`src/rtl/fc_pkg.sv`:
```
// Shared types and constants for the fully-connected layer fetch path.
package fc_pkg;

  typedef enum logic [1:0] {
    IDLE    = 2'd0,
    BUSY    = 2'd1,
    RELEASE = 2'd2
  } arb_state_t;

  localparam int REQ_WEIGHT = 0;
  localparam int REQ_INPUT  = 1;
  localparam int REQ_BIAS   = 2;

endpackage

```
`src/rtl/dma_arbiter_if.sv`:
```
// Request/grant bundle between the fetch units, the arbiter and the DMA read engine.
interface dma_arbiter_if #(
  parameter int NUM_REQ           = 2,
  parameter int MEM_ADDRESS_WIDTH = 3
);
  logic [NUM_REQ-1:0]                        i_req;
  logic [NUM_REQ-1:0][MEM_ADDRESS_WIDTH-1:0] i_req_address;
  logic [NUM_REQ-1:0][MEM_ADDRESS_WIDTH-1:0] i_req_count;
  logic [NUM_REQ-1:0]                        o_grant;
  logic [NUM_REQ-1:0]                        o_done;
  logic [NUM_REQ-1:0]                        o_error;
  logic                                      o_dma_read;
  logic [MEM_ADDRESS_WIDTH-1:0]              o_dma_address;
  logic [MEM_ADDRESS_WIDTH-1:0]              o_dma_count;
  logic                                      i_dma_ready;
  logic                                      o_busy;

  modport master (
    output i_req, i_req_address, i_req_count, i_dma_ready,
    input  o_grant, o_done, o_error, o_dma_read, o_dma_address, o_dma_count, o_busy
  );

  modport slave (
    input  i_req, i_req_address, i_req_count, i_dma_ready,
    output o_grant, o_done, o_error, o_dma_read, o_dma_address, o_dma_count, o_busy
  );
endinterface

```
`src/rtl/dma_arbiter_rr_picker.sv`:
```
// Combinational round-robin select: first set request at or after ptr_i, wrapping.
module rr_picker #(
  parameter int NUM_REQ = 2,
  parameter int IDX_W   = 1
) (
  input  logic [NUM_REQ-1:0] req_i,
  input  logic [IDX_W-1:0]   ptr_i,
  output logic [NUM_REQ-1:0] grant_o,
  output logic [IDX_W-1:0]   idx_o,
  output logic               valid_o
);
  logic [IDX_W:0]   sum_s;
  logic [IDX_W-1:0] cand_s;
  logic             take_s;

  // scan candidates in priority order starting from the pointer
  always_comb begin
    grant_o = '0;
    idx_o   = '0;
    valid_o = 1'b0;
    sum_s   = '0;
    cand_s  = '0;
    take_s  = 1'b0;
    for (int off = 0; off < NUM_REQ; off++) begin
      sum_s   = {1'b0, ptr_i} + (IDX_W+1)'(off);
      cand_s  = (sum_s >= (IDX_W+1)'(NUM_REQ)) ? IDX_W'(sum_s - (IDX_W+1)'(NUM_REQ))
                                               : sum_s[IDX_W-1:0];
      take_s  = !valid_o && req_i[cand_s];
      idx_o   = take_s ? cand_s : idx_o;
      grant_o = take_s ? (NUM_REQ'(1) << cand_s) : grant_o;
      valid_o = valid_o | take_s;
    end
  end
endmodule

```
`src/rtl/dma_arbiter.sv`:
```
// Round-robin owner of the FC layer's single DMA read engine, with per-requester
// completion and timeout pulses.
module dma_arbiter #(
  parameter int NUM_REQ           = 2,
  parameter int WORD_SIZE         = 16,
  parameter int MEM_ADDRESS_WIDTH = 3,
  parameter int TIMEOUT           = 255
) (
  input logic          clk,
  input logic          i_rst_n,
  dma_arbiter_if.slave bus
);
  import fc_pkg::*;

  localparam int IDX_W = $clog2(NUM_REQ);
  localparam int TMO_W = $clog2(TIMEOUT + 1);
  localparam int AW    = MEM_ADDRESS_WIDTH;

  localparam logic [1:0] ST_IDLE    = IDLE;
  localparam logic [1:0] ST_BUSY    = BUSY;
  localparam logic [1:0] ST_RELEASE = RELEASE;

  // Data words never pass through the arbiter; the width only tags which DMA it fronts.
  if (WORD_SIZE < 1 || NUM_REQ < 2 || TIMEOUT < 1) begin : g_bad_params
  end

  logic [1:0]         state_q, state_d;
  logic [IDX_W-1:0]   ptr_q, ptr_d;
  logic [NUM_REQ-1:0] grant_q, grant_d;
  logic [NUM_REQ-1:0] done_q, done_d;
  logic [NUM_REQ-1:0] error_q, error_d;
  logic               read_q, read_d;
  logic [AW-1:0]      addr_q, addr_d;
  logic [AW-1:0]      count_q, count_d;
  logic [TMO_W-1:0]   tmo_q, tmo_d;
  logic               zero_q, zero_d;
  logic               busy_q, busy_d;

  logic [NUM_REQ-1:0] pick_grant_s;
  logic [IDX_W-1:0]   pick_idx_s;
  logic               pick_valid_s;

  rr_picker #(.NUM_REQ(NUM_REQ), .IDX_W(IDX_W)) u_picker (
    .req_i   (bus.i_req),
    .ptr_i   (ptr_q),
    .grant_o (pick_grant_s),
    .idx_o   (pick_idx_s),
    .valid_o (pick_valid_s)
  );

  // next-state and output decode for the IDLE/BUSY/RELEASE handshake
  always_comb begin
    state_d = state_q;
    ptr_d   = ptr_q;
    grant_d = grant_q;
    done_d  = '0;
    error_d = '0;
    read_d  = read_q;
    addr_d  = addr_q;
    count_d = count_q;
    tmo_d   = tmo_q;
    zero_d  = zero_q;
    case (state_q)
      ST_IDLE: begin
        if (pick_valid_s) begin
          grant_d = pick_grant_s;
          ptr_d   = (pick_idx_s == IDX_W'(NUM_REQ - 1)) ? '0 : pick_idx_s + IDX_W'(1);
          addr_d  = bus.i_req_address[pick_idx_s];
          count_d = bus.i_req_count[pick_idx_s];
          zero_d  = (bus.i_req_count[pick_idx_s] == '0);
          read_d  = (bus.i_req_count[pick_idx_s] != '0);
          tmo_d   = '0;
          state_d = ST_BUSY;
        end else begin
          state_d = ST_IDLE;
        end
      end
      ST_BUSY: begin
        // a zero-count grant completes without ever touching the DMA or waiting on ready
        if (zero_q) begin
          done_d  = grant_q;
          grant_d = '0;
          zero_d  = 1'b0;
          state_d = ST_IDLE;
        end else if (bus.i_dma_ready) begin
          done_d  = grant_q;
          grant_d = '0;
          read_d  = 1'b0;
          state_d = ST_RELEASE;
        end else if (tmo_q == TMO_W'(TIMEOUT - 1)) begin
          error_d = grant_q;
          grant_d = '0;
          read_d  = 1'b0;
          state_d = ST_RELEASE;
        end else begin
          tmo_d = tmo_q + TMO_W'(1);
        end
      end
      ST_RELEASE: begin
        read_d = 1'b0;
        if (!bus.i_dma_ready) begin
          state_d = ST_IDLE;
        end else begin
          state_d = ST_RELEASE;
        end
      end
      default: begin
        state_d = ST_IDLE;
        grant_d = '0;
        read_d  = 1'b0;
        zero_d  = 1'b0;
      end
    endcase
    busy_d = (state_d != ST_IDLE);
  end

  // state and registered outputs
  always_ff @(posedge clk or negedge i_rst_n) begin
    if (!i_rst_n) begin
      state_q <= ST_IDLE;
      ptr_q   <= '0;
      grant_q <= '0;
      done_q  <= '0;
      error_q <= '0;
      read_q  <= 1'b0;
      addr_q  <= '0;
      count_q <= '0;
      tmo_q   <= '0;
      zero_q  <= 1'b0;
      busy_q  <= 1'b0;
    end else begin
      state_q <= state_d;
      ptr_q   <= ptr_d;
      grant_q <= grant_d;
      done_q  <= done_d;
      error_q <= error_d;
      read_q  <= read_d;
      addr_q  <= addr_d;
      count_q <= count_d;
      tmo_q   <= tmo_d;
      zero_q  <= zero_d;
      busy_q  <= busy_d;
    end
  end

  assign bus.o_grant       = grant_q;
  assign bus.o_done        = done_q;
  assign bus.o_error       = error_q;
  assign bus.o_dma_read    = read_q;
  assign bus.o_dma_address = addr_q;
  assign bus.o_dma_count   = count_q;
  assign bus.o_busy        = busy_q;
endmodule

```
`src/flat_wrapper.sv`:
```
// flat-port wrapper written by rule: the top's interface ports become plain ports
module dma_arbiter_flat import fc_pkg::*;
#(
  parameter int NUM_REQ           = 2,
  parameter int WORD_SIZE         = 16,
  parameter int MEM_ADDRESS_WIDTH = 3,
  parameter int TIMEOUT           = 255
)
  (clk, i_rst_n, bus_i_req, bus_i_req_address, bus_i_req_count, bus_i_dma_ready, bus_o_grant, bus_o_done, bus_o_error, bus_o_dma_read, bus_o_dma_address, bus_o_dma_count, bus_o_busy);
  dma_arbiter_if #(.NUM_REQ(NUM_REQ), .MEM_ADDRESS_WIDTH(MEM_ADDRESS_WIDTH)) bus_i ();
  input logic clk;
  input logic i_rst_n;
  input wire logic [$bits(bus_i.i_req)-1:0] bus_i_req;
  input wire logic [$bits(bus_i.i_req_address)-1:0] bus_i_req_address;
  input wire logic [$bits(bus_i.i_req_count)-1:0] bus_i_req_count;
  input wire logic [$bits(bus_i.i_dma_ready)-1:0] bus_i_dma_ready;
  output wire logic [$bits(bus_i.o_grant)-1:0] bus_o_grant;
  output wire logic [$bits(bus_i.o_done)-1:0] bus_o_done;
  output wire logic [$bits(bus_i.o_error)-1:0] bus_o_error;
  output wire logic [$bits(bus_i.o_dma_read)-1:0] bus_o_dma_read;
  output wire logic [$bits(bus_i.o_dma_address)-1:0] bus_o_dma_address;
  output wire logic [$bits(bus_i.o_dma_count)-1:0] bus_o_dma_count;
  output wire logic [$bits(bus_i.o_busy)-1:0] bus_o_busy;
  assign bus_i.i_req = bus_i_req;
  assign bus_i.i_req_address = bus_i_req_address;
  assign bus_i.i_req_count = bus_i_req_count;
  assign bus_i.i_dma_ready = bus_i_dma_ready;
  assign bus_o_grant = bus_i.o_grant;
  assign bus_o_done = bus_i.o_done;
  assign bus_o_error = bus_i.o_error;
  assign bus_o_dma_read = bus_i.o_dma_read;
  assign bus_o_dma_address = bus_i.o_dma_address;
  assign bus_o_dma_count = bus_i.o_dma_count;
  assign bus_o_busy = bus_i.o_busy;
  dma_arbiter #(.NUM_REQ(NUM_REQ), .WORD_SIZE(WORD_SIZE), .MEM_ADDRESS_WIDTH(MEM_ADDRESS_WIDTH), .TIMEOUT(TIMEOUT)) u_core (.clk(clk), .i_rst_n(i_rst_n), .bus(bus_i));
endmodule
```
`config.mk`:
```
export PLATFORM = sky130hd
export DESIGN_NAME = dma_arbiter_flat
export DESIGN_NICKNAME = d
export VERILOG_FILES = /design/src/rtl/fc_pkg.sv /design/src/rtl/dma_arbiter_if.sv /design/src/rtl/dma_arbiter_rr_picker.sv /design/src/rtl/dma_arbiter.sv /design/src/flat_wrapper.sv
export SDC_FILE = /design/constraint.sdc
export NUM_CORES = 1
export LEC_CHECK = 0
export ABC_CLOCK_PERIOD_IN_PS = 1600
export CAP_MARGIN = 5
export CORE_ASPECT_RATIO = 1.1
export CORE_MARGIN = 1
export CORE_UTILIZATION = 44
export CTS_CLUSTER_DIAMETER = 100
export DETAILED_ROUTE_END_ITERATION = 6
export HOLD_SLACK_MARGIN = 0.05
export PLACE_DENSITY = 0.84
export RECOVER_POWER = 25
export SLEW_MARGIN = 15
export SYNTH_ARGS = -nofsm -noshare
export SYNTH_HDL_FRONTEND = slang
export SYNTH_HIERARCHICAL = 1
export SYNTH_SLANG_ARGS = --single-unit
```
`constraint.sdc`:
```
create_clock -name clk -period 1.6 [get_ports clk]
set_input_delay 0.48 -clock clk [delete_from_list [all_inputs] [get_ports clk]]
set_output_delay 0.48 -clock clk [all_outputs]
set_load 0.05 [all_outputs]
```
==> results list <==
- The run finished, with violations left.
- The final reports fail on setup timing.
* Endpoint class of the critical path: flip-flop
* Post-detailed-routing wire length: 3430 um
- Post-synth net total: 148
* Later-pin clock latency in the skew report: 0.32 ns
* Time the worst path needs with I/O delays and setup: 1.61 ns
- FF+latch count, synth: 26
- Clock tree synthesis selected as its root buffer the cell clkbuf_4.
* Share of cells above drive strength 1: 0.298
- Count of warnings emitted by yosys: 6
- In this run, the number of DRC markers left after iteration 0 of detailed routing was 40.
- Clock tree from TritonCTS: built
* Data arrival at the endpoint of the critical path: 1.87 ns
* CORE AREA: 0.00278 mm^2
* Post-Place Setup Slack: -0.430 ns
- Worst min path class: flip-flop to flip-flop
* Startpoint type of the worst setup path: flip-flop
- # port buffers: 30
- Worst Setup Path Type: flip-flop to flip-flop
- After filler insertion, the fill cell instance count of the layout stands at 186.
* Initial core utilization: 0.462
* Deepest level of the CTS H-tree: 1
* Count of final max-slew check failures: 0
- Detailed-placement wirelength estimate: 2280 um
* Die Outline Area: between 0.003 and 0.004 mm^2
* Final RePlAce weighted congestion: 0.896
- Entering global routing, the biggest net connects 27 pins.
- Die span in y: about 59 um
* EDFF count, synth: 0
- For this run, the number of standard cells in the final layout without fillers is 211.
- The analysis attributes to cell leakage a power of 0.915 nW.
* Finished Core Util: 0.717
* Most common library cell in the layout ignoring fill and taps: dfrtp_1
- Routed length per instance: 16.2 um
* Number of vias in the routed layout: approximately 1200
- Hold Violations, Final: 0
- Setup repair after global routing could not meet its margin everywhere.
* Final setup viols: 3
* Maximum root-to-sink buffer count: 2
- Clk slew on worst S/H paths: 0.13 ns
- In this run the cell area of the synthesized design comes to roughly 0.0013 mm^2.
- For this run, the leading register cell type out of synthesis is dfrtp_1.
- Hold timing on the final database bottoms out at a slack of 0.542 ns.
* Async set-or-reset flop fraction in the synthesized netlist: 1.00
- Number of antenna violations at the first check in global routing: 0
- Most frequent cells in the layout: dfrtp_1 (26), buf_4 (16), clkdlybuf4s50_1 (14), buf_12 (14), nand2_1 (14)
- Across the routed clock network, the largest skew measured is 0.00734 ns.
* DRC violations left: 0
- Iteration count of the initial detailed-routing pass: 4
- Static timing analysis puts the maximum clock frequency at around 0.62 GHz.
- Sequential area share after synthesis: 0.507
- During I/O placement, the number of pins put on the boundary was 31.
* Worst Max-Slew Pin Slew: 0.634 ns
- Clock sink count: 26
- Worst setup margin: -0.0137 ns
- STA puts the critical path data required time at between 1.5 and 2 ns.
- Measured against its own limit, the worst slew margin works out to 0.577.
- Vias in the first global route: between 1000 and 1500
* Period utilization: 1.01
- Residual overflow from global routing: 0
- Fin Setup TNS: -0.0243 ns
* Die Width: 53.5 um
* Wire length of the first global-routing pass: 5400 um
* Growth of design area from synthesis to finish: 55.2%
- Of all nets on the critical path, the largest fanout is 7.
- ANT cells: 0
* Mean number of vias per cell: 5.86
- The sequential cells in the finished layout cover a total of 651 um^2.
- Synthesis handed over a netlist of 129 instances.
- Fin nets: 199
- Across the VDD grid, the largest voltage drop is 1.23 mV.
- Across the run, the number of max-cap violations was 0.
- Pwr dens: roughly 1800 mW/mm^2
* Average cell area after synthesis: 9.94 um^2
- In this run, placement finished with an instance count of 201.
* Placement Rows: 20
* Routed Antenna Nets: 0
- GRT Util Overall: 0.241
- Number of hold buffers added after CTS: 0
- In the final layout, the multi-input gates occupy 649 um^2.
- Number of distinct library cells after synthesis: 33
- For flop-to-flop paths, the worst setup slack is -0.01 ns.
- Buffers inserted during clock tree synthesis total 3.
[final timing paths]
path / from / endpoint / cells past startpoint
max: u_core/zero_q / u_core/tmo_q[4] / 4
min: u_core/tmo_q[0] / u_core/tmo_q[0] / 1
max reg2reg: u_core/zero_q / u_core/tmo_q[4] / 4
min reg2reg: u_core/tmo_q[0] / u_core/tmo_q[0] / 1
max in group asynchronous: i_rst_n / u_core/bus.o_dma_read / 2
min in group asynchronous: i_rst_n / u_core/bus.o_error[1] / 2
[registers in the layout, summed over array words and instances (netlist names)]
register and flops:
u_core/zero_q 1, u_core/ptr_q 1, u_core/bus.o_grant 2, u_core/bus.o_dma_count 3, u_core/bus.o_busy 1, u_core/state_q 2, u_core/bus.o_dma_read 1, u_core/bus.o_error 2
u_core/tmo_q 8, u_core/bus.o_done 2, u_core/bus.o_dma_address 3
[timing repair]
action | in CTS | in global routing
cloned | 1 | 1
setup endpoints to repair | 11 | 17
gates resized for setup | 10 | 10
endpoints found under the hold margin | 0 | 0
setup buffers | 4 | 1
pin swaps | 3 | 1
[logic make-up (layout without fill, tap and decap cells)]
kind of cell	Yosys count	count (layout)	synth area share
AO/OA/AOI/OAI	29	29	0.146
buffers and inverters	11	60	0.0351
AND/OR/NAND/NOR	53	53	0.229
multiplexers	8	8	0.0624
adder cells (fa/ha/maj)	2	2	0.0195
flip-flops	26	26	0.507
[final cells by class]
| type | instances | share of cell area |
|---|---|---|
| flip-flops and latches | 26 | 0.327 |
| clock buffers | 3 | 0.0113 |
| inverters | 5 | 0.00943 |
| multi-input cells | 92 | 0.326 |
| repair buffers | 52 | 0.305 |
| well taps | 33 | 0.0207 |
[power breakdown]
part	internal (mW)	switching, mW
registers	0.859	0.223
logic	1.03	1.10
clock network	0.0884	0.186
total	1.98	1.51
[Yosys cell counts, types with 2 or more instances]
library cell / count / area share
clkbuf_1: 5 / 0.015
nor4_1: 2 / 0.0098
ha_1: 2 / 0.020
dfrtp_1: 26 / 0.51
nor3b_1: 5 / 0.029
mux2i_1: 8 / 0.062
o211ai_1: 2 / 0.012
nand2_1: 14 / 0.041
nor2b_1: 2 / 0.0098
and2_1: 2 / 0.0098
nand2b_1: 3 / 0.015
and3_1: 2 / 0.0098
or4_1: 3 / 0.018
o31ai_1: 3 / 0.018
nand3_1: 7 / 0.027
a211o_1: 2 / 0.014
a21oi_1: 4 / 0.016
inv_1: 5 / 0.015
a21boi_1: 2 / 0.012
o21ai_0: 10 / 0.039
nor2_1: 8 / 0.023
[routing by layer]
layer | vias up | share of wire | track usage
met3 | 12 | 0.056 | 0.0543
met4 | 0 | 0.030 | 0.139
met5 | - | 0 | 0
met1 | 611 | 0.39 | 0.263
met2 | 54 | 0.52 | 0.418
li1 | 559 | - | -
[metrics by stage]
stage          power, mW  area, um^2
3_5_place_dp        3.02        1850
4_1_cts             3.43        1950
5_1_grt             3.65        1990
6_report            3.49        1990
2_1_floorplan       2.03        1290
3_3_place_gp        2.96        1850
[critical path: stages, from the launching register on]
cell	delay [ns]
dfrtp_1	0.45
nor4b_4	0.35
o21ai_4	0.15
or4_1	0.44
a21oi_1	0.16
No activity file was read; power rests on OpenSTA's default activity.
